===== src/rtl/best_1ofn_pipe_if.sv =====
// Candidate/result bundle for the best-1-of-N selector. The master drives the
// candidates and deadtime; the slave (the selector) returns the registered winner.
interface best_1ofn_pipe_if #(
  parameter int NCH   = 7,
  parameter int CHW   = 4,
  parameter int PATW  = 7,
  parameter int KEYW  = 5,
  parameter int OFFW  = 4,
  parameter int QLTW  = 6,
  parameter int BNDW  = 5,
  parameter int CARW  = 12,
  parameter int DEADW = 4
);
  logic                     vld_in;
  logic [NCH*PATW-1:0]      pat_in;
  logic [NCH*KEYW-1:0]      key_in;
  logic [NCH*OFFW-1:0]      offs_in;
  logic [NCH*QLTW-1:0]      qlt_in;
  logic [NCH*BNDW-1:0]      bend_in;
  logic [NCH*CARW-1:0]      carry_in;
  logic [NCH-1:0]           bsy_in;
  logic [DEADW-1:0]         deadtime;

  logic                     best_vld;
  logic                     best_bsy;
  logic [CHW-1:0]           best_ch;
  logic [PATW-1:0]          best_pat;
  logic [CHW+KEYW-1:0]      best_key;
  logic [CHW+KEYW+1:0]      best_subkey;
  logic [QLTW-1:0]          best_qlt;
  logic [BNDW-1:0]          best_bend;
  logic [CARW-1:0]          best_carry;
  logic [NCH-1:0]           lock_mask;

  modport master (
    output vld_in, pat_in, key_in, offs_in, qlt_in, bend_in, carry_in, bsy_in, deadtime,
    input  best_vld, best_bsy, best_ch, best_pat, best_key, best_subkey,
           best_qlt, best_bend, best_carry, lock_mask
  );

  modport slave (
    input  vld_in, pat_in, key_in, offs_in, qlt_in, bend_in, carry_in, bsy_in, deadtime,
    output best_vld, best_bsy, best_ch, best_pat, best_key, best_subkey,
           best_qlt, best_bend, best_carry, lock_mask
  );
endinterface


===== src/rtl/best_1ofn_pipe.sv =====
// Two-stage best-1-of-N CLCT pattern selector with per-channel winner lockout.
// Stage 1 registers candidates and sort keys; stage 2 picks and registers the winner.

module best_1ofn_lock_cnt #(
  parameter int DEADW = 4
) (
  input  logic             clock,
  input  logic             reset,
  input  logic             load,
  input  logic [DEADW-1:0] deadtime,
  output logic             lock
);
  logic [DEADW-1:0] cnt_q, cnt_d;

  // A load wins over the decrement, so the winner starts from the full deadtime.
  always_comb begin
    cnt_d = cnt_q;
    if (load)               cnt_d = deadtime;
    else if (cnt_q != '0)   cnt_d = cnt_q - 1'b1;
  end

  always_ff @(posedge clock or posedge reset) begin
    if (reset) cnt_q <= '0;
    else       cnt_q <= cnt_d;
  end

  assign lock = (cnt_q != '0);
endmodule

module best_1ofn_pipe #(
  parameter int NCH    = 7,
  parameter int CHW    = 4,
  parameter int PATW   = 7,
  parameter int KEYW   = 5,
  parameter int OFFW   = 4,
  parameter int QLTW   = 6,
  parameter int BNDW   = 5,
  parameter int CARW   = 12,
  parameter int PATLUT = 0,
  parameter int DEADW  = 4
) (
  input logic             clock,
  input logic             reset,
  best_1ofn_pipe_if.slave bus
);
  localparam int SKW  = (QLTW > PATW-1) ? QLTW : PATW-1;
  localparam int SUBW = CHW + KEYW + 2;

  typedef struct packed {
    logic [PATW-1:0] pat;
    logic [KEYW-1:0] key;
    logic [OFFW-1:0] offs;
    logic [QLTW-1:0] qlt;
    logic [BNDW-1:0] bend;
    logic [CARW-1:0] carry;
  } cand_t;

  logic [1:0]               vld_pipe_q, vld_pipe_d;
  cand_t [NCH-1:0]          cand_s1_q, cand_s1_d;
  logic [NCH-1:0][SKW-1:0]  sk_s1_q, sk_s1_d;
  logic [NCH-1:0]           bsy_s1_q, bsy_s1_d;

  always_comb begin : s1_comb
    vld_pipe_d = {vld_pipe_q[0], bus.vld_in};
    bsy_s1_d   = bus.bsy_in;
    cand_s1_d  = '0;
    sk_s1_d    = '0;
    for (int i = 0; i < NCH; i++) begin
      cand_s1_d[i].pat   = bus.pat_in[i*PATW +: PATW];
      cand_s1_d[i].key   = bus.key_in[i*KEYW +: KEYW];
      cand_s1_d[i].offs  = bus.offs_in[i*OFFW +: OFFW];
      cand_s1_d[i].qlt   = bus.qlt_in[i*QLTW +: QLTW];
      cand_s1_d[i].bend  = bus.bend_in[i*BNDW +: BNDW];
      cand_s1_d[i].carry = bus.carry_in[i*CARW +: CARW];
      // Pattern lsb is bend direction, so it never takes part in the ranking.
      if (PATLUT != 0) sk_s1_d[i] = SKW'(cand_s1_d[i].qlt);
      else             sk_s1_d[i] = SKW'(cand_s1_d[i].pat[PATW-1:1]);
    end
  end

  always_ff @(posedge clock or posedge reset) begin
    if (reset) begin
      vld_pipe_q <= '0;
      cand_s1_q  <= '0;
      sk_s1_q    <= '0;
      bsy_s1_q   <= '0;
    end else begin
      vld_pipe_q <= vld_pipe_d;
      cand_s1_q  <= cand_s1_d;
      sk_s1_q    <= sk_s1_d;
      bsy_s1_q   <= bsy_s1_d;
    end
  end

  logic [NCH-1:0] lock, eff_bsy, win_oh;
  logic           found;
  logic [CHW-1:0] win_ch;
  logic [SKW-1:0] win_sk;
  cand_t          win_c;

  // Strict '>' keeps the lowest index on ties; busy channels are skipped outright.
  always_comb begin : s2_select
    eff_bsy = bsy_s1_q | lock;
    found   = 1'b0;
    win_ch  = '0;
    win_sk  = '0;
    win_c   = '0;
    for (int i = 0; i < NCH; i++) begin
      if (!eff_bsy[i] && (!found || sk_s1_q[i] > win_sk)) begin
        found  = 1'b1;
        win_ch = CHW'(i);
        win_sk = sk_s1_q[i];
        win_c  = cand_s1_q[i];
      end
    end
    win_oh = '0;
    for (int i = 0; i < NCH; i++)
      win_oh[i] = vld_pipe_q[0] & found & (win_ch == CHW'(i)) & (bus.deadtime != '0);
  end

  for (genvar g = 0; g < NCH; g++) begin : g_lane
    best_1ofn_lock_cnt #(.DEADW(DEADW)) u_cnt (
      .clock    (clock),
      .reset    (reset),
      .load     (win_oh[g]),
      .deadtime (bus.deadtime),
      .lock     (lock[g])
    );
  end

  logic                best_bsy_q, best_bsy_d;
  logic [CHW-1:0]      best_ch_q, best_ch_d;
  logic [PATW-1:0]     best_pat_q, best_pat_d;
  logic [CHW+KEYW-1:0] best_key_q, best_key_d;
  logic [SUBW-1:0]     best_subkey_q, best_subkey_d;
  logic [QLTW-1:0]     best_qlt_q, best_qlt_d;
  logic [BNDW-1:0]     best_bend_q, best_bend_d;
  logic [CARW-1:0]     best_carry_q, best_carry_d;

  always_comb begin : out_comb
    best_bsy_d    = 1'b0;
    best_ch_d     = '0;
    best_pat_d    = '0;
    best_key_d    = '0;
    best_subkey_d = '0;
    best_qlt_d    = '0;
    best_bend_d   = '0;
    best_carry_d  = '0;
    if (vld_pipe_q[0]) begin
      if (found) begin
        best_ch_d     = win_ch;
        best_pat_d    = win_c.pat;
        best_key_d    = {win_ch, win_c.key};
        best_subkey_d = SUBW'(win_c.offs) + {1'b0, win_ch, win_c.key, 1'b0};
        best_qlt_d    = win_c.qlt;
        best_bend_d   = win_c.bend;
        best_carry_d  = win_c.carry;
      end else begin
        best_bsy_d    = 1'b1;
      end
    end
  end

  always_ff @(posedge clock or posedge reset) begin
    if (reset) begin
      best_bsy_q    <= 1'b0;
      best_ch_q     <= '0;
      best_pat_q    <= '0;
      best_key_q    <= '0;
      best_subkey_q <= '0;
      best_qlt_q    <= '0;
      best_bend_q   <= '0;
      best_carry_q  <= '0;
    end else begin
      best_bsy_q    <= best_bsy_d;
      best_ch_q     <= best_ch_d;
      best_pat_q    <= best_pat_d;
      best_key_q    <= best_key_d;
      best_subkey_q <= best_subkey_d;
      best_qlt_q    <= best_qlt_d;
      best_bend_q   <= best_bend_d;
      best_carry_q  <= best_carry_d;
    end
  end

  assign bus.best_vld    = vld_pipe_q[1];
  assign bus.best_bsy    = best_bsy_q;
  assign bus.best_ch     = best_ch_q;
  assign bus.best_pat    = best_pat_q;
  assign bus.best_key    = best_key_q;
  assign bus.best_subkey = best_subkey_q;
  assign bus.best_qlt    = best_qlt_q;
  assign bus.best_bend   = best_bend_q;
  assign bus.best_carry  = best_carry_q;
  assign bus.lock_mask   = lock;
endmodule


===== src/flat_wrapper.sv =====
// flat-port wrapper written by rule: the top's interface ports become plain ports
module best_1ofn_pipe_flat 
#(
  parameter int NCH    = 7,
  parameter int CHW    = 4,
  parameter int PATW   = 7,
  parameter int KEYW   = 5,
  parameter int OFFW   = 4,
  parameter int QLTW   = 6,
  parameter int BNDW   = 5,
  parameter int CARW   = 12,
  parameter int PATLUT = 0,
  parameter int DEADW  = 4
)
  (clock, reset, bus_vld_in, bus_pat_in, bus_key_in, bus_offs_in, bus_qlt_in, bus_bend_in, bus_carry_in, bus_bsy_in, bus_deadtime, bus_best_vld, bus_best_bsy, bus_best_ch, bus_best_pat, bus_best_key, bus_best_subkey, bus_best_qlt, bus_best_bend, bus_best_carry, bus_lock_mask);
  best_1ofn_pipe_if #(.NCH(NCH), .CHW(CHW), .PATW(PATW), .KEYW(KEYW), .OFFW(OFFW), .QLTW(QLTW), .BNDW(BNDW), .CARW(CARW), .DEADW(DEADW)) bus_i ();
  input logic clock;
  input logic reset;
  input wire logic [$bits(bus_i.vld_in)-1:0] bus_vld_in;
  input wire logic [$bits(bus_i.pat_in)-1:0] bus_pat_in;
  input wire logic [$bits(bus_i.key_in)-1:0] bus_key_in;
  input wire logic [$bits(bus_i.offs_in)-1:0] bus_offs_in;
  input wire logic [$bits(bus_i.qlt_in)-1:0] bus_qlt_in;
  input wire logic [$bits(bus_i.bend_in)-1:0] bus_bend_in;
  input wire logic [$bits(bus_i.carry_in)-1:0] bus_carry_in;
  input wire logic [$bits(bus_i.bsy_in)-1:0] bus_bsy_in;
  input wire logic [$bits(bus_i.deadtime)-1:0] bus_deadtime;
  output wire logic [$bits(bus_i.best_vld)-1:0] bus_best_vld;
  output wire logic [$bits(bus_i.best_bsy)-1:0] bus_best_bsy;
  output wire logic [$bits(bus_i.best_ch)-1:0] bus_best_ch;
  output wire logic [$bits(bus_i.best_pat)-1:0] bus_best_pat;
  output wire logic [$bits(bus_i.best_key)-1:0] bus_best_key;
  output wire logic [$bits(bus_i.best_subkey)-1:0] bus_best_subkey;
  output wire logic [$bits(bus_i.best_qlt)-1:0] bus_best_qlt;
  output wire logic [$bits(bus_i.best_bend)-1:0] bus_best_bend;
  output wire logic [$bits(bus_i.best_carry)-1:0] bus_best_carry;
  output wire logic [$bits(bus_i.lock_mask)-1:0] bus_lock_mask;
  assign bus_i.vld_in = bus_vld_in;
  assign bus_i.pat_in = bus_pat_in;
  assign bus_i.key_in = bus_key_in;
  assign bus_i.offs_in = bus_offs_in;
  assign bus_i.qlt_in = bus_qlt_in;
  assign bus_i.bend_in = bus_bend_in;
  assign bus_i.carry_in = bus_carry_in;
  assign bus_i.bsy_in = bus_bsy_in;
  assign bus_i.deadtime = bus_deadtime;
  assign bus_best_vld = bus_i.best_vld;
  assign bus_best_bsy = bus_i.best_bsy;
  assign bus_best_ch = bus_i.best_ch;
  assign bus_best_pat = bus_i.best_pat;
  assign bus_best_key = bus_i.best_key;
  assign bus_best_subkey = bus_i.best_subkey;
  assign bus_best_qlt = bus_i.best_qlt;
  assign bus_best_bend = bus_i.best_bend;
  assign bus_best_carry = bus_i.best_carry;
  assign bus_lock_mask = bus_i.lock_mask;
  best_1ofn_pipe #(.NCH(NCH), .CHW(CHW), .PATW(PATW), .KEYW(KEYW), .OFFW(OFFW), .QLTW(QLTW), .BNDW(BNDW), .CARW(CARW), .PATLUT(PATLUT), .DEADW(DEADW)) u_core (.clock(clock), .reset(reset), .bus(bus_i));
endmodule

===== config.mk =====
export PLATFORM = sky130hd
export DESIGN_NAME = best_1ofn_pipe_flat
export DESIGN_NICKNAME = d
export VERILOG_FILES = /design/src/rtl/best_1ofn_pipe_if.sv /design/src/rtl/best_1ofn_pipe.sv /design/src/flat_wrapper.sv
export SDC_FILE = /design/constraint.sdc
export NUM_CORES = 1
export LEC_CHECK = 0
export ABC_AREA = 1
export CAP_MARGIN = 20
export CORE_AREA = 3 3 222 224
export CTS_BUF_LIST = sky130_fd_sc_hd__clkbuf_4 sky130_fd_sc_hd__clkbuf_8
export DETAILED_ROUTE_END_ITERATION = 8
export DIE_AREA = 0 0 225 227
export HOLD_SLACK_MARGIN = 0.12
export MAX_ROUTING_LAYER = met4
export PLACE_DENSITY = 0.6
export REMOVE_ABC_BUFFERS = 1
export SLEW_MARGIN = 20
export SYNTH_ARGS = -nofsm -noshare
export SYNTH_HDL_FRONTEND = slang
export SYNTH_SLANG_ARGS = --single-unit

===== constraint.sdc =====
create_clock -name clock -period 24.6 [get_ports clock]
set_clock_uncertainty 0.15 [all_clocks]
set_input_delay 3.69 -clock clock [delete_from_list [all_inputs] [get_ports clock]]
set_output_delay 3.69 -clock clock [all_outputs]
set_load 0.01 [all_outputs]

# ---- Word-level counts from Yosys, hierarchy flattened
# Index checks and enable logic that the tools add are counted.
dict set report totals {
  reg_bits 407
  out_inout_bits 63
  word_cells 197
}
dict set report classes {
  addsub 8
  order_cmp 6
  n_eq_ne 6
  muxes 56
  bitwise 16
  n_reduce_logical 39
}
# operator count
set ops {}
lappend ops {{two-way mux 39 bit} 7}
lappend ops {{two-way mux 4 bit} 16}
lappend ops {{two-way mux 6 bit} 8}
lappend ops {{greater-than comparator 6 bit} 6}
lappend ops {{nonzero test 4 bit} 8}
lappend ops {{subtractor 4 x 1 -> 4 bit (second input constant)} 7}
lappend ops {{two-way mux 12 bit} 2}
lappend ops {{two-way mux 11 bit} 2}
lappend ops {{two-way mux 9 bit} 2}
lappend ops {{AND 1 bit} 15}
lappend ops {{two-way mux 7 bit} 2}
lappend ops {{nonzero test 2 bit} 7}
lappend ops {{zero test 1 bit} 11}
lappend ops {{adder 4 x 9 -> 10 bit} 1}
lappend ops {{two-way mux 1 bit} 10}
lappend ops {{two-way mux 5 bit} 2}
lappend ops {{equality test 3 bit (second input constant)} 3}
lappend ops {{two-way mux 3 bit} 3}
lappend ops {{OR 7 bit} 1}
lappend ops {{equality test 3 x 2 -> 1 bit (second input constant)} 2}
lappend ops {{logical AND 1 bit} 6}
lappend ops {{logical OR 1 bit} 6}
lappend ops {{zero test 4 bit} 1}
lappend ops {{two-way mux 2 bit} 2}
lappend ops {{equality test 3 x 1 -> 1 bit (second input constant)} 1}

# ---- Longest topological paths before layout
# Gate-level depths: netlist of run 1.
dict set report logic_depth {
  ltp_word 31
  depth_mapped 89
}

# ---- By module
# Synthesis of run 1 repeated with hierarchy kept, for this count alone.
dict set report unflattened {
  hier_cells 1400
  hier_area_um2 14328.7
}
# module instances cells_each area_each_um2 seq_area_each_um2
set by_module_without_submodules {}
lappend by_module_without_submodules {best_1ofn_pipe 1 1134 12454.4 8282.9}
lappend by_module_without_submodules {best_1ofn_lock_cnt 7 38 267.8 100.1}

# ---- Worst setup path after synthesis of run 1
# No wires, ideal clock.
dict set report synth_path {
  kind {register -> register}
  from {register u_core.g_lane[0].u_cnt.cnt_q[0]}
  to {register u_core.best_subkey_q[5], in the netlist u_core.bus.best_subkey[5]}
  arrival_ns 9.597
  setup_slack_ns 14.733
  path_stages_with_launch 85
  path_buffers 9
  period_less_slack_ns 9.867
  cell_sequence {dfrtp_1 inv_1 ha_1 nand3b_2 inv_1 buf_2 nand2_1 ha_1 nand2_1 nor2_1 nand2_1 nand3_1 nand2_1 nand2_1 nand2_1 buf_2 nand2_1 o21ai_1 [... 49 more ...] nor2_1 o21ai_0 o211ai_1 nand2_1 nand2_1 nand2_4 buf_6 clkbuf_1 nor2_1 a21oi_1 ha_1 fa_1 a21oi_1 inv_1 nand2_1 inv_1 o21ai_1 nor2_1}
}
dict set report synth_via {
  elab_chain_len 30
  word_cells_on_any_way 48
  cone_classes {add/sub (1); order compare (6); mux (22); bitwise (1); reduce/logical (18)}
}
# item line
set synth_lines {}
lappend synth_lines {{from (decl)} best_1ofn_pipe.sv:13} ;# logic [DEADW-1:0] cnt_q, cnt_d;
lappend synth_lines {{from (signal assigned)} best_1ofn_pipe.sv:24} ;# else cnt_q <= cnt_d;
lappend synth_lines {{nonzero test 4 bit (*)} best_1ofn_pipe.sv:27} ;# assign lock = (cnt_q != '0);
lappend synth_lines {{OR 7 bit (*)} best_1ofn_pipe.sv:103} ;# eff_bsy = bsy_s1_q | lock;
lappend synth_lines {{two-way mux 6 bit} best_1ofn_pipe.sv:109} ;# if (!eff_bsy[i] && (!found || sk_s1_q[i] > win_sk)) begin
lappend synth_lines {{greater-than comparator 6 bit} best_1ofn_pipe.sv:109}
lappend synth_lines {{logical OR 1 bit} best_1ofn_pipe.sv:109}
lappend synth_lines {{logical AND 1 bit} best_1ofn_pipe.sv:109}
lappend synth_lines {{two-way mux 6 bit or two-way mux 1 bit (tied branches)} best_1ofn_pipe.sv:109}
lappend synth_lines {{greater-than comparator 6 bit or zero test 1 bit (tied branches)} best_1ofn_pipe.sv:109}
lappend synth_lines {{[... 15 more ...]} --}
lappend synth_lines {{greater-than comparator 6 bit or zero test 1 bit (tied branches)} best_1ofn_pipe.sv:109}
lappend synth_lines {{logical OR 1 bit} best_1ofn_pipe.sv:109}
lappend synth_lines {{logical AND 1 bit} best_1ofn_pipe.sv:109}
lappend synth_lines {{two-way mux 39 bit} best_1ofn_pipe.sv:109}
lappend synth_lines {{adder 4 x 9 -> 10 bit} best_1ofn_pipe.sv:154} ;# best_subkey_d = SUBW'(win_c.offs) + {1'b0, win_ch, win_c.key, 1'b0};
lappend synth_lines {{two-way mux 11 bit (*)} best_1ofn_pipe.sv:150} ;# if (found) begin
lappend synth_lines {{two-way mux 11 bit (*)} best_1ofn_pipe.sv:149} ;# if (vld_pipe_q[0]) begin
lappend synth_lines {{named net u_core.best_subkey_d[5]} best_1ofn_pipe.sv:135} ;# logic [SUBW-1:0] best_subkey_q, best_subkey_d;
lappend synth_lines {{to (signal assigned)} best_1ofn_pipe.sv:179} ;# best_subkey_q <= best_subkey_d;
lappend synth_lines {{to (decl)} best_1ofn_pipe.sv:135}
# Mark *: on every way through the listed nets, which the timed path passes. The rest lies on a longest branch.
# A chain may end at the register's enable or synchronous reset.

# ---- Worst setup path in the final report of run 1
dict set report layout_path {
  from {register u_core.g_lane[0].u_cnt.cnt_q[0]}
  to {register u_core.best_subkey_q[7], in the netlist u_core.bus.best_subkey[7]}
}
dict set report layout_via {
  elab_chain_len 30
  word_cells_on_any_way 54
  cone_classes {add/sub (1); order compare (6); mux (28); bitwise (1); reduce/logical (18)}
}
# item line
set layout_lines {}
lappend layout_lines {{nonzero test 4 bit (*)} best_1ofn_pipe.sv:27}
lappend layout_lines {{OR 7 bit (*)} best_1ofn_pipe.sv:103}
lappend layout_lines {{two-way mux 6 bit} best_1ofn_pipe.sv:109}
lappend layout_lines {{greater-than comparator 6 bit} best_1ofn_pipe.sv:109}
lappend layout_lines {{logical OR 1 bit} best_1ofn_pipe.sv:109}
lappend layout_lines {{logical AND 1 bit} best_1ofn_pipe.sv:109}
lappend layout_lines {{two-way mux 6 bit or two-way mux 1 bit (tied branches)} best_1ofn_pipe.sv:109}
lappend layout_lines {{greater-than comparator 6 bit or zero test 1 bit (tied branches)} best_1ofn_pipe.sv:109}
lappend layout_lines {{[... 15 more ...]} --}
lappend layout_lines {{greater-than comparator 6 bit or zero test 1 bit (tied branches)} best_1ofn_pipe.sv:109}
lappend layout_lines {{logical OR 1 bit} best_1ofn_pipe.sv:109}
lappend layout_lines {{logical AND 1 bit} best_1ofn_pipe.sv:109}
lappend layout_lines {{two-way mux 39 bit or two-way mux 3 bit (tied branches)} best_1ofn_pipe.sv:109}
lappend layout_lines {{adder 4 x 9 -> 10 bit} best_1ofn_pipe.sv:154}
lappend layout_lines {{two-way mux 11 bit (*)} best_1ofn_pipe.sv:150}
lappend layout_lines {{two-way mux 11 bit (*)} best_1ofn_pipe.sv:149}
lappend layout_lines {{named net u_core.best_subkey_d[7]} best_1ofn_pipe.sv:135}
# Marked as above.

==> flow_metrics.py, run 1 <==
metrics = {
    "place": {
        "dp_hpwl_mm": 31.9,
        "gp_congestion": 0.856,
        "placed_area_sq_um": 18200,
        "placement.io_buffers": 346,
    },
    "worst_setup_path": {
        "r2r-start": "u_core.g_lane[0].u_cnt.cnt_q[0]",
        "crit_fanout": 78,
        "cp_slowest_stage_delay_ns": 0.91,
        "cp-startpoint": "u_core.g_lane[0].u_cnt.cnt_q[0]",
        "cp_common_cell": "nand2_1",
        "cp_slowest_cell": "inv_2",
        "worstPathRequired_ns": 24.99,
        "arrival_ns": 15.36,
        "end_kind": "flop",
        "worst_setup_path_start_kind": "flop",
        "critical_path_class": "reg -> reg",
        "r2r_cells": 79,
        "r2r_setup_slack_ns": 9.63,
        "timing.rr.end": "u_core.bus.best_subkey[7]",
    },
    "routing": {
        "drtIter0Drc": 759,
        "via_per_inst": 4.52,
        "dr_total_vias": 10700,
        "wirelength_mm": 44.2,
        "drc": 0,
        "wl_per_cell_um": 18.6,
        "first_pass_iters": 5,
        "drtAntennaViolNets": 0,
    },
    "timing": {
        "slew_headroom": 0.348,
        "hold_viol": 0,
        "setup_viol": 0,
        "fin_crit_sh": 0.608,
        "worst_slew_pin_slew_ns": 0.974,
        "max_freq_mhz": 66.8,
        "grt_setup_unrepaired": "no",
        "hold_slack_ns": 0.292,
        "setup_tns_ns": 0,
        "post-route-min-period_ns": 14.97,
        "finalMaxSlewViolations": 0,
    },
    "pwr": {
        "power_switching_mw": 0.631,
        "leakagePower_nw": 9.14,
        "power_density_nw_per_um2": 96.5,
        "clockPowerShare": 0.317,
        "pwr-share-seq": 0.363,
        "peakVddDrop_v": 0.0000404,
        "swShare": 0.333,
        "pwr-share-comb": 0.320,
        "p_int_mw": 1.26,
    },
    "final_layout": {
        "nets": 2057,
        "final_cell_area_sq_um": 19600,
        "drive_gt1_frac": 0.102,
        "synthToLayoutAreaGrowth_pct": 37.7,
        "final_core_util": 0.413,
    },
    "synthesis": {
        "ys_warn_count": 0,
        "synth-main-ff-cell": "dfrtp_1",
        "synth_seq_area_share": 0.631,
        "synth_top_cell_by_area": "dfrtp_1",
        "ys_top_cells_by_area": "dfrtp_1 63%, nand2_1 6.8%, ha_1 4.7%",
        "async_reset_ff_frac": 1.00,
        "synth_edf_count": 0,
        "synth_top_area_frac": 0.631,
        "synthesis.area_sq_um": 14200,
        "synth_area_per_cell_sq_um": 10.4,
        "ys_ff_latch": 359,
        "synth_cell_types": 44,
        "synthCells": 1365,
    },
    "clock_tree": {
        "post_cts_buffers": 0,
        "post_cts_resize_count": 0,
        "htreeDepth": 2,
        "cts-root-buf": "clkbuf_8",
        "clk_pin_slew_ns": 0.06,
        "hold_buffers": 0,
        "clockBufferDepth": 3,
        "cts_tree": "built",
        "cts_buffers": 59,
        "clock_latency_ns": 0.65,
        "cts.sinks": 359,
    },
    "outcome": {
        "status": "finished clean",
    },
    "global_route": {
        "antenna_found_initial": 3,
        "overflow": 0,
        "grt_max_degree": 83,
        "grtUsageTotal": 0.178,
        "grt_pass1_wl_mm": 66.6,
        "grt_pass1_vias": 11600,
    },
    "worst_hold_path": {
        "hold_end": "u_core.vld_pipe_q[1]",
        "hp-class": "reg -> reg",
        "hold-path-cell-count": 0,
        "worstHoldStart": "u_core.vld_pipe_q[0]",
    },
    "floorplanning": {
        "rows": 80,
        "io_pins": 350,
        "dieWidth_um": 225,
        "fp.dieH_um": 227,
        "core_area_sq_um": 47500,
        "die_area_sq_um": 51100,
        "start_util": 0.300,
    },
    "flow_run": {
        "cap_violations": 0,
    },
}
## cells by family after synthesis
| logic type | synth area share |
|---|---|
| compound gates | 0.0835 |
| xor+xnor | 0.0111 |
| fa+ha+maj | 0.0479 |
| buf+inv | 0.0567 |
| flops | 0.631 |
| other cells | 0.000263 |
| simple gates | 0.170 |
## critical path, delay by kind of cell (launching register included)
| family | cells | cell delay (ns) |
|---|---|---|
| AO/OA/AOI/OAI | 7 | 0.92 |
| adder cells (fa/ha/maj) | 9 | 2.50 |
| buffers and inverters | 10 | 3.28 |
| flip-flops | 1 | 0.38 |
| AND/OR/NAND/NOR | 53 | 7.54 |
## per-layer routing
layer | vias to the layer above | global-route usage | part of all wire
met5 | - | - | 0
met2 | 397 | 0.277 | 0.47
met4 | 0 | 0.0617 | 0.027
li1 | 5137 | - | -
met3 | 82 | 0.0389 | 0.066
met1 | 5131 | 0.233 | 0.44
## power by group through the flow
stage	clock, mW	combinational (mW)	sequential [mW]
finish	0.601	0.605	0.688
global route	0.643	0.688	0.694
CTS	0.618	0.611	0.688
detailed placement	0	0.607	0.698
global placement	0	0.592	0.698
floorplan	0	0.372	0.699
## layout make-up
type	instances	area [sq um]
Tap cell	615	769
Clock inverter	26	338
Sequential cell	359	8980
Inverter	116	448
Clock buffer	81	1050
Fill cell	4526	27900
Antenna cell	2	5.00
Timing Repair Buffer	354	3550
Multi-Input combinational cell	826	4480
## how the worst max path moves through the flow
stage                                end
5_1_grt        u_core.bus.best_subkey[6]
3_5_place_dp   u_core.bus.best_subkey[7]
2_1_floorplan         u_core.bsy_s1_q[0]
4_1_cts        u_core.bus.best_subkey[7]
3_3_place_gp   u_core.bus.best_subkey[7]
6_report       u_core.bus.best_subkey[7]
## cell usage in the layout (no fill, tap or decap), types with 4 or more instances in the layout
cell type,Yosys,final
a21oi_1,53,53
o22ai_1,6,6
and2_1,5,5
xnor2_1,5,5
or2_2,10,10
nor2_1,93,93
bufinv_16,0,7
dfrtp_1,359,359
clkbuf_8,0,71
a22o_1,25,25
clkinv_1,3,4
nand2_2,14,15
nand2_1,259,258
o21ai_1,25,25
inv_2,17,19
o21ai_0,78,78
nand3_1,111,111
ha_1,53,53
inv_1,94,90
clkbuf_4,0,10
clkdlybuf4s50_1,0,346
nor3_1,28,28
clkinv_2,0,14
o211ai_1,10,10
buf_4,14,6
xor2_1,13,13
conb_1,1,4
nor2_2,4,4
## Yosys cell counts (3+ instances only)
master and n:
o21ai_0 78, inv_2 17, nand3_1 111, dfrtp_1 359, inv_1 94, xor2_1 13
nor2_2 4, or2_2 10, a21oi_2 3, nor3_1 28, buf_1 4, a31oi_1 3
a21oi_1 53, buf_4 14, nor2_1 93, nand2_4 3, ha_1 53, xnor2_1 5
nand3b_1 3, nand2_2 14, o21ai_1 25, buf_2 21, clkinv_1 3, o22ai_1 6
o211ai_1 10, nand2_1 259, clkbuf_1 23, and2_1 5, a22o_1 25, buf_6 5
## per-stage QoR
step / worst slack, ns / cells / total power [mW]
CTS: 9.39 / 2376 / 1.92
finish: 9.63 / 2379 / 1.89
floorplan: 10.80 / 1301 / 1.07
global placement: 10.06 / 2269 / 1.29
detailed placement: 9.45 / 2269 / 1.31
global route: 7.79 / 2379 / 2.03
## registers in the layout, indices dropped and copies added (netlist names)
register	count
u_core.cand_s1_q	273
u_core.g_lane.u_cnt.cnt_q	28
u_core.bus.best_carry	12
u_core.bus.best_subkey	10
u_core.bsy_s1_q	7
u_core.bus.best_pat	7
u_core.bus.best_qlt	6
u_core.bus.best_bend	5
u_core.bus.best_key	5
u_core.bus.best_ch	3
u_core.vld_pipe_q	2
u_core.bus.best_bsy	1
No activity file was read; power rests on OpenSTA's default activity.
==> inputs of run 2 (changes only) <==
- PLACE_DENSITY: 0.6 -> 0.62
- clock period: 24.6 -> 12.5 ns (I/O delays scaled with it)
==> run 2 against run 1 <==
Global-route usage up 0.37 points. Cell area up 1.1%. Total power is 100% higher. Register-to-register slack worse by 8.1 ns.
==> flow_metrics.py, run 2 (synthesized netlist as in run 1, its figures left out) <==
metrics = {
    "outcome": {
        "status": "finished clean",
    },
    "timing": {
        "fin_crit_sh": 0.881,
        "slew_headroom": 0.191,
        "finalWorstSetupSlack_ns": 1.49,
        "max_freq_mhz": 90.8,
        "worst_slew_pin_slew_ns": 1.21,
        "grt_setup_unrepaired": "no",
        "post-route-min-period_ns": 11.01,
        "finalMaxSlewViolations": 0,
        "setup_tns_ns": 0,
        "hold_slack_ns": 0.323,
        "setup_viol": 0,
        "hold_viol": 0,
    },
    "worst_setup_path": {
        "arrival_ns": 11.42,
        "path_delay_family": "simple AND/OR/NAND/NOR gates",
        "critical_path_class": "reg -> reg",
        "worst_setup_path_start_kind": "flop",
        "crit_fanout": 30,
        "end_kind": "flop",
        "worstPathRequired_ns": 12.90,
        "worst-path-buf-inv": 8,
        "cp_common_cell": "nand2_1",
        "cp_slowest_stage_delay_ns": 0.42,
        "cp_slowest_cell": "fa_1",
    },
    "global_route": {
        "grt_pass1_wl_mm": 67.9,
        "grtUsageTotal": 0.182,
        "grt_pass1_vias": 11800,
        "overflow": 0,
        "grt_max_degree": 168,
        "antenna_found_initial": 9,
    },
    "clock_tree": {
        "clock_latency_ns": 0.68,
        "post_cts_buffers": 0,
        "htreeDepth": 2,
        "cts-root-buf": "clkbuf_8",
        "hold_buffers": 0,
        "post_cts_resize_count": 0,
        "clk_pin_slew_ns": 0.06,
        "cts.sinks": 359,
        "cts_tree": "built",
        "cts_buffers": 60,
        "clockBufferDepth": 3,
    },
    "routing": {
        "first_pass_iters": 4,
        "wirelength_mm": 46.6,
        "wl_per_cell_um": 19.4,
        "drc": 0,
        "dr_total_vias": 11000,
        "via_per_inst": 4.58,
        "drtAntennaViolNets": 0,
        "drtIter0Drc": 735,
    },
    "floorplanning": {
        "die_area_sq_um": 51100,
        "rows": 80,
        "start_util": 0.300,
        "fp.dieH_um": 227,
        "io_pins": 350,
        "dieWidth_um": 225,
        "core_area_sq_um": 47500,
    },
    "final_layout": {
        "drive_gt1_frac": 0.110,
        "regMostFlops": "u_core.cand_s1_q",
        "largest_reg_flops": 273,
        "layout_commonest_cell": "dfrtp_1",
        "final_core_util": 0.417,
        "fill_cells": 4527,
        "nets": 2067,
        "synthToLayoutAreaGrowth_pct": 39.3,
        "layout_common_cells": "359 x dfrtp_1, 346 x clkdlybuf4s50_1, 257 x nand2_1",
    },
    "place": {
        "pre_cts_slack_ns": 0.243,
        "gp_congestion": 0.844,
        "placement.io_buffers": 346,
        "dp_hpwl_mm": 32.4,
    },
    "pwr": {
        "p_total_mw": 3.83,
        "peakVddDrop_v": 0.0000850,
        "power_density_nw_per_um2": 193,
        "leakagePower_nw": 9.23,
    },
    "flow_run": {
        "cap_violations": 0,
    },
    "worst_hold_path": {
        "hp-class": "reg -> reg",
    },
}
## run 2: changes by cell type in the layout (fill, tap and decap cells not counted), sizes merged
cell / delta
diode: +7
nand2: +2
clkinv: -8
clkinvlp: +4
clkbuf: +8
buf: +7
bufinv: -1
inv: +3
## run 2: stage by stage
stage / cell area [sq um] / cells
CTS: 19700 / 2390
detailed placement: 18300 / 2277
finish: 19800 / 2401
global placement: 18300 / 2277
floorplan: 13900 / 1301
global route: 19800 / 2400
## run 2: layer usage
| layer | global-route usage | wire (um) | up-vias |
|---|---|---|---|
| li1 | - | - | 5179 |
| met1 | 0.217 | 19200 | 5361 |
| met2 | 0.298 | 22500 | 386 |
| met3 | 0.0535 | 3850 | 69 |
| met4 | 0.0601 | 1120 | 0 |
| met5 | - | 0 | - |
## run 2: final timing paths
path / from / end / slack, ns / depth (start not counted)
setup / recovery: u_core.g_lane[0].u_cnt.cnt_q[0] / u_core.bus.best_subkey[7] / 1.49 / 79
hold / removal: u_core.vld_pipe_q[0] / u_core.vld_pipe_q[1] / 0.32 / 0
setup reg to reg: u_core.g_lane[0].u_cnt.cnt_q[0] / u_core.bus.best_subkey[7] / 1.49 / 79
hold reg to reg: u_core.vld_pipe_q[0] / u_core.vld_pipe_q[1] / 0.32 / 0
max in group asynchronous: reset / u_core.cand_s1_q[180] / 9.06 / 3
min in group asynchronous: reset / u_core.cand_s1_q[266] / 1.62 / 2
## run 2: final cells by class
cell class,instances,area [sq um],share of cell area
inverter,116,455,0.0230
clock inverter,24,309,0.0156
clock buffer,89,1160,0.0586
tap,615,769,0.0388
sequential,359,8980,0.453
antenna,9,22.5,0.00114
timing repair buffer,361,3600,0.181
multi-input combinational,828,4540,0.229
## run 2: power breakdown
part	internal, mW	total (mW)	switching [mW]
logic	0.508	1.24	0.733
clock network	0.728	1.24	0.509
registers	1.29	1.35	0.0599
## run 2: worst register-to-register path: cells and delay by family, from the launching register on
| kind | cells | cell delay [ns] |
|---|---|---|
| flops | 1 | 0.38 |
| simple gates | 55 | 6.03 |
| fa+ha+maj | 9 | 2.51 |
| buf+inv | 8 | 0.99 |
| compound gates | 7 | 0.86 |
==> inputs of run 3 (changes only) <==
- ABC_CLOCK_PERIOD_IN_PS: not set -> 12200
- CTS_CLUSTER_SIZE: not set -> 30
- PLACE_DENSITY: 0.62 -> 0.6
- clock period: 12.5 -> 12.2 ns (I/O delays scaled with it)
==> run 3 against run 2 <==
Maximum frequency fell by 0.38%. Wire length is 0.28% lower. Total power grew 1.8%. Non-clock buffer count fell by 1. Setup slack worse by 0.34 ns. Sequential power grew 3%. Via count fell by 1.4%. Count of clock-buffer cells in the layout shrank 6. Clock power barely moved. Combinational power about the same. Register-to-register slack got worse by 0.34 ns. Flip-flop and latch count did not move. Critical endpoint is now u_core.bus.best_subkey[5]. Largest power group unchanged.
==> flow_metrics.py, run 3 (synthesized netlist as in run 1, its figures left out) <==
metrics = {
    "outcome": {
        "status": "finished clean",
    },
    "worst_setup_path": {
        "critical_path_class": "reg -> reg",
        "r2r-start": "u_core.g_lane[0].u_cnt.cnt_q[0]",
        "arrival_ns": 11.46,
        "cp_common_cell": "nand2_1",
        "end_kind": "flop",
        "r2r_cells": 77,
        "worst-path-buf-inv": 6,
        "worst_setup_path_start_kind": "flop",
        "cp_slowest_stage_delay_ns": 0.41,
        "timing.rr.end": "u_core.bus.best_subkey[5]",
        "path_delay_family": "simple AND/OR/NAND/NOR gates",
        "crit_fanout": 27,
        "r2r_setup_slack_ns": 1.15,
        "worstPathRequired_ns": 12.60,
        "cp_slowest_cell": "fa_1",
    },
    "pwr": {
        "swShare": 0.340,
        "leakagePower_nw": 9.19,
        "pwr-share-seq": 0.356,
        "p_total_mw": 3.90,
        "peakVddDrop_v": 0.000101,
        "clockPowerShare": 0.322,
        "pwr-share-comb": 0.322,
        "power_switching_mw": 1.33,
        "p_int_mw": 2.57,
        "power_density_nw_per_um2": 197,
    },
    "timing": {
        "post-route-min-period_ns": 11.05,
        "worst_slew_pin_slew_ns": 1.24,
        "fin_crit_sh": 0.906,
        "setup_tns_ns": 0,
        "setup_viol": 0,
        "finalWorstSetupSlack_ns": 1.15,
        "grt_setup_unrepaired": "no",
        "max_freq_mhz": 90.5,
        "hold_viol": 0,
        "slew_headroom": 0.173,
        "finalMaxSlewViolations": 0,
    },
    "global_route": {
        "antenna_found_initial": 8,
        "grt_pass1_vias": 11700,
        "grt_pass1_wl_mm": 67.8,
        "grt_max_degree": 164,
        "overflow": 0,
        "grtUsageTotal": 0.182,
    },
    "floorplanning": {
        "start_util": 0.300,
        "io_pins": 350,
        "fp.dieH_um": 227,
        "core_area_sq_um": 47500,
        "rows": 80,
        "die_area_sq_um": 51100,
        "dieWidth_um": 225,
    },
    "final_layout": {
        "final_core_util": 0.416,
        "drive_gt1_frac": 0.108,
        "largest_reg_flops": 273,
        "fill_cells": 4544,
        "layout_common_cells": "359 x dfrtp_1, 346 x clkdlybuf4s50_1, 257 x nand2_1",
        "synthToLayoutAreaGrowth_pct": 39.0,
        "regMostFlops": "u_core.cand_s1_q",
        "nets": 2067,
        "layout_commonest_cell": "dfrtp_1",
    },
    "routing": {
        "wirelength_mm": 46.5,
        "drc": 0,
        "drtAntennaViolNets": 0,
        "drtIter0Drc": 482,
        "dr_total_vias": 10800,
        "wl_per_cell_um": 19.4,
        "first_pass_iters": 5,
        "via_per_inst": 4.53,
    },
    "clock_tree": {
        "htreeDepth": 2,
        "post_cts_buffers": 0,
        "clock_latency_ns": 0.68,
        "hold_buffers": 0,
        "clk_pin_slew_ns": 0.06,
        "cts_buffers": 61,
        "cts-root-buf": "clkbuf_8",
        "cts.sinks": 359,
        "clockBufferDepth": 3,
        "cts_tree": "built",
    },
    "place": {
        "dp_hpwl_mm": 32.8,
        "pre_cts_slack_ns": -0.187,
        "gp_congestion": 0.861,
        "placement.io_buffers": 346,
    },
    "worst_hold_path": {
        "hold-path-cell-count": 0,
        "hold_end": "u_core.vld_pipe_q[1]",
        "worstHoldStart": "u_core.vld_pipe_q[0]",
        "hp-class": "reg -> reg",
    },
    "flow_run": {
        "cap_violations": 0,
    },
}
run 3: how the worst max path moves through the flow:
stage / startpoint / to / slack (ns) / depth (start not counted)
global route: u_core.g_lane[0].u_cnt.cnt_q[0] / u_core.bus.best_subkey[5] / 0.03 / 77
detailed placement: u_core.g_lane[0].u_cnt.cnt_q[0] / u_core.bus.best_subkey[5] / -0.19 / 76
finish: u_core.g_lane[0].u_cnt.cnt_q[0] / u_core.bus.best_subkey[5] / 1.15 / 77
global placement: u_core.g_lane[0].u_cnt.cnt_q[0] / u_core.bus.best_subkey[5] / 0.17 / 76
CTS: u_core.g_lane[0].u_cnt.cnt_q[0] / u_core.bus.best_subkey[5] / 0.08 / 74
floorplan: u_core.g_lane[0].u_cnt.cnt_q[0] / u_core.bus.best_subkey[5] / -0.17 / 76
run 3: routing by layer:
metal  GRT usage  up-vias  share of wire
met3      0.0547       74          0.083
met2       0.295      424           0.47
met4      0.0529        0          0.021
met5           -        -              0
li1            -     5164              -
met1       0.223     5179           0.42
run 3: stage by stage:
step                      std cells  hold slack, ns  area (sq um)
after global routing           2394           0.316         19800
after global placement         2276           0.288         18300
final                          2394           0.311         19800
after floorplan                1301           0.249         13900
after detailed placement       2276           0.285         18300
after CTS                      2385           0.308         19700
run 3: area by class of cell:
cell class	count	area [sq um]	share of cell area
diodes	7	17.5	0.000885
clock buffers	83	1080	0.0545
clock inverters	26	350	0.0177
inverters	116	458	0.0231
multi-input cells	828	4540	0.229
flip-flops and latches	359	8980	0.454
well taps	615	769	0.0389
repair buffers	360	3600	0.182
run 3: repair_timing:
action | 4_1_cts | 5_1_grt
pin swaps | 0 | 1
cloned | 0 | 2
endpoints found under the setup margin | 4 | 33
gates resized for setup | 2 | 14
run 3: power groups by stage:
stage / registers, mW / logic, mW / clock network [mW]
after floorplan: 1.41 / 0.751 / 0
after global placement: 1.41 / 1.22 / 0
after detailed placement: 1.41 / 1.25 / 0
after CTS: 1.39 / 1.25 / 1.30
after global routing: 1.40 / 1.42 / 1.34
final: 1.39 / 1.26 / 1.26
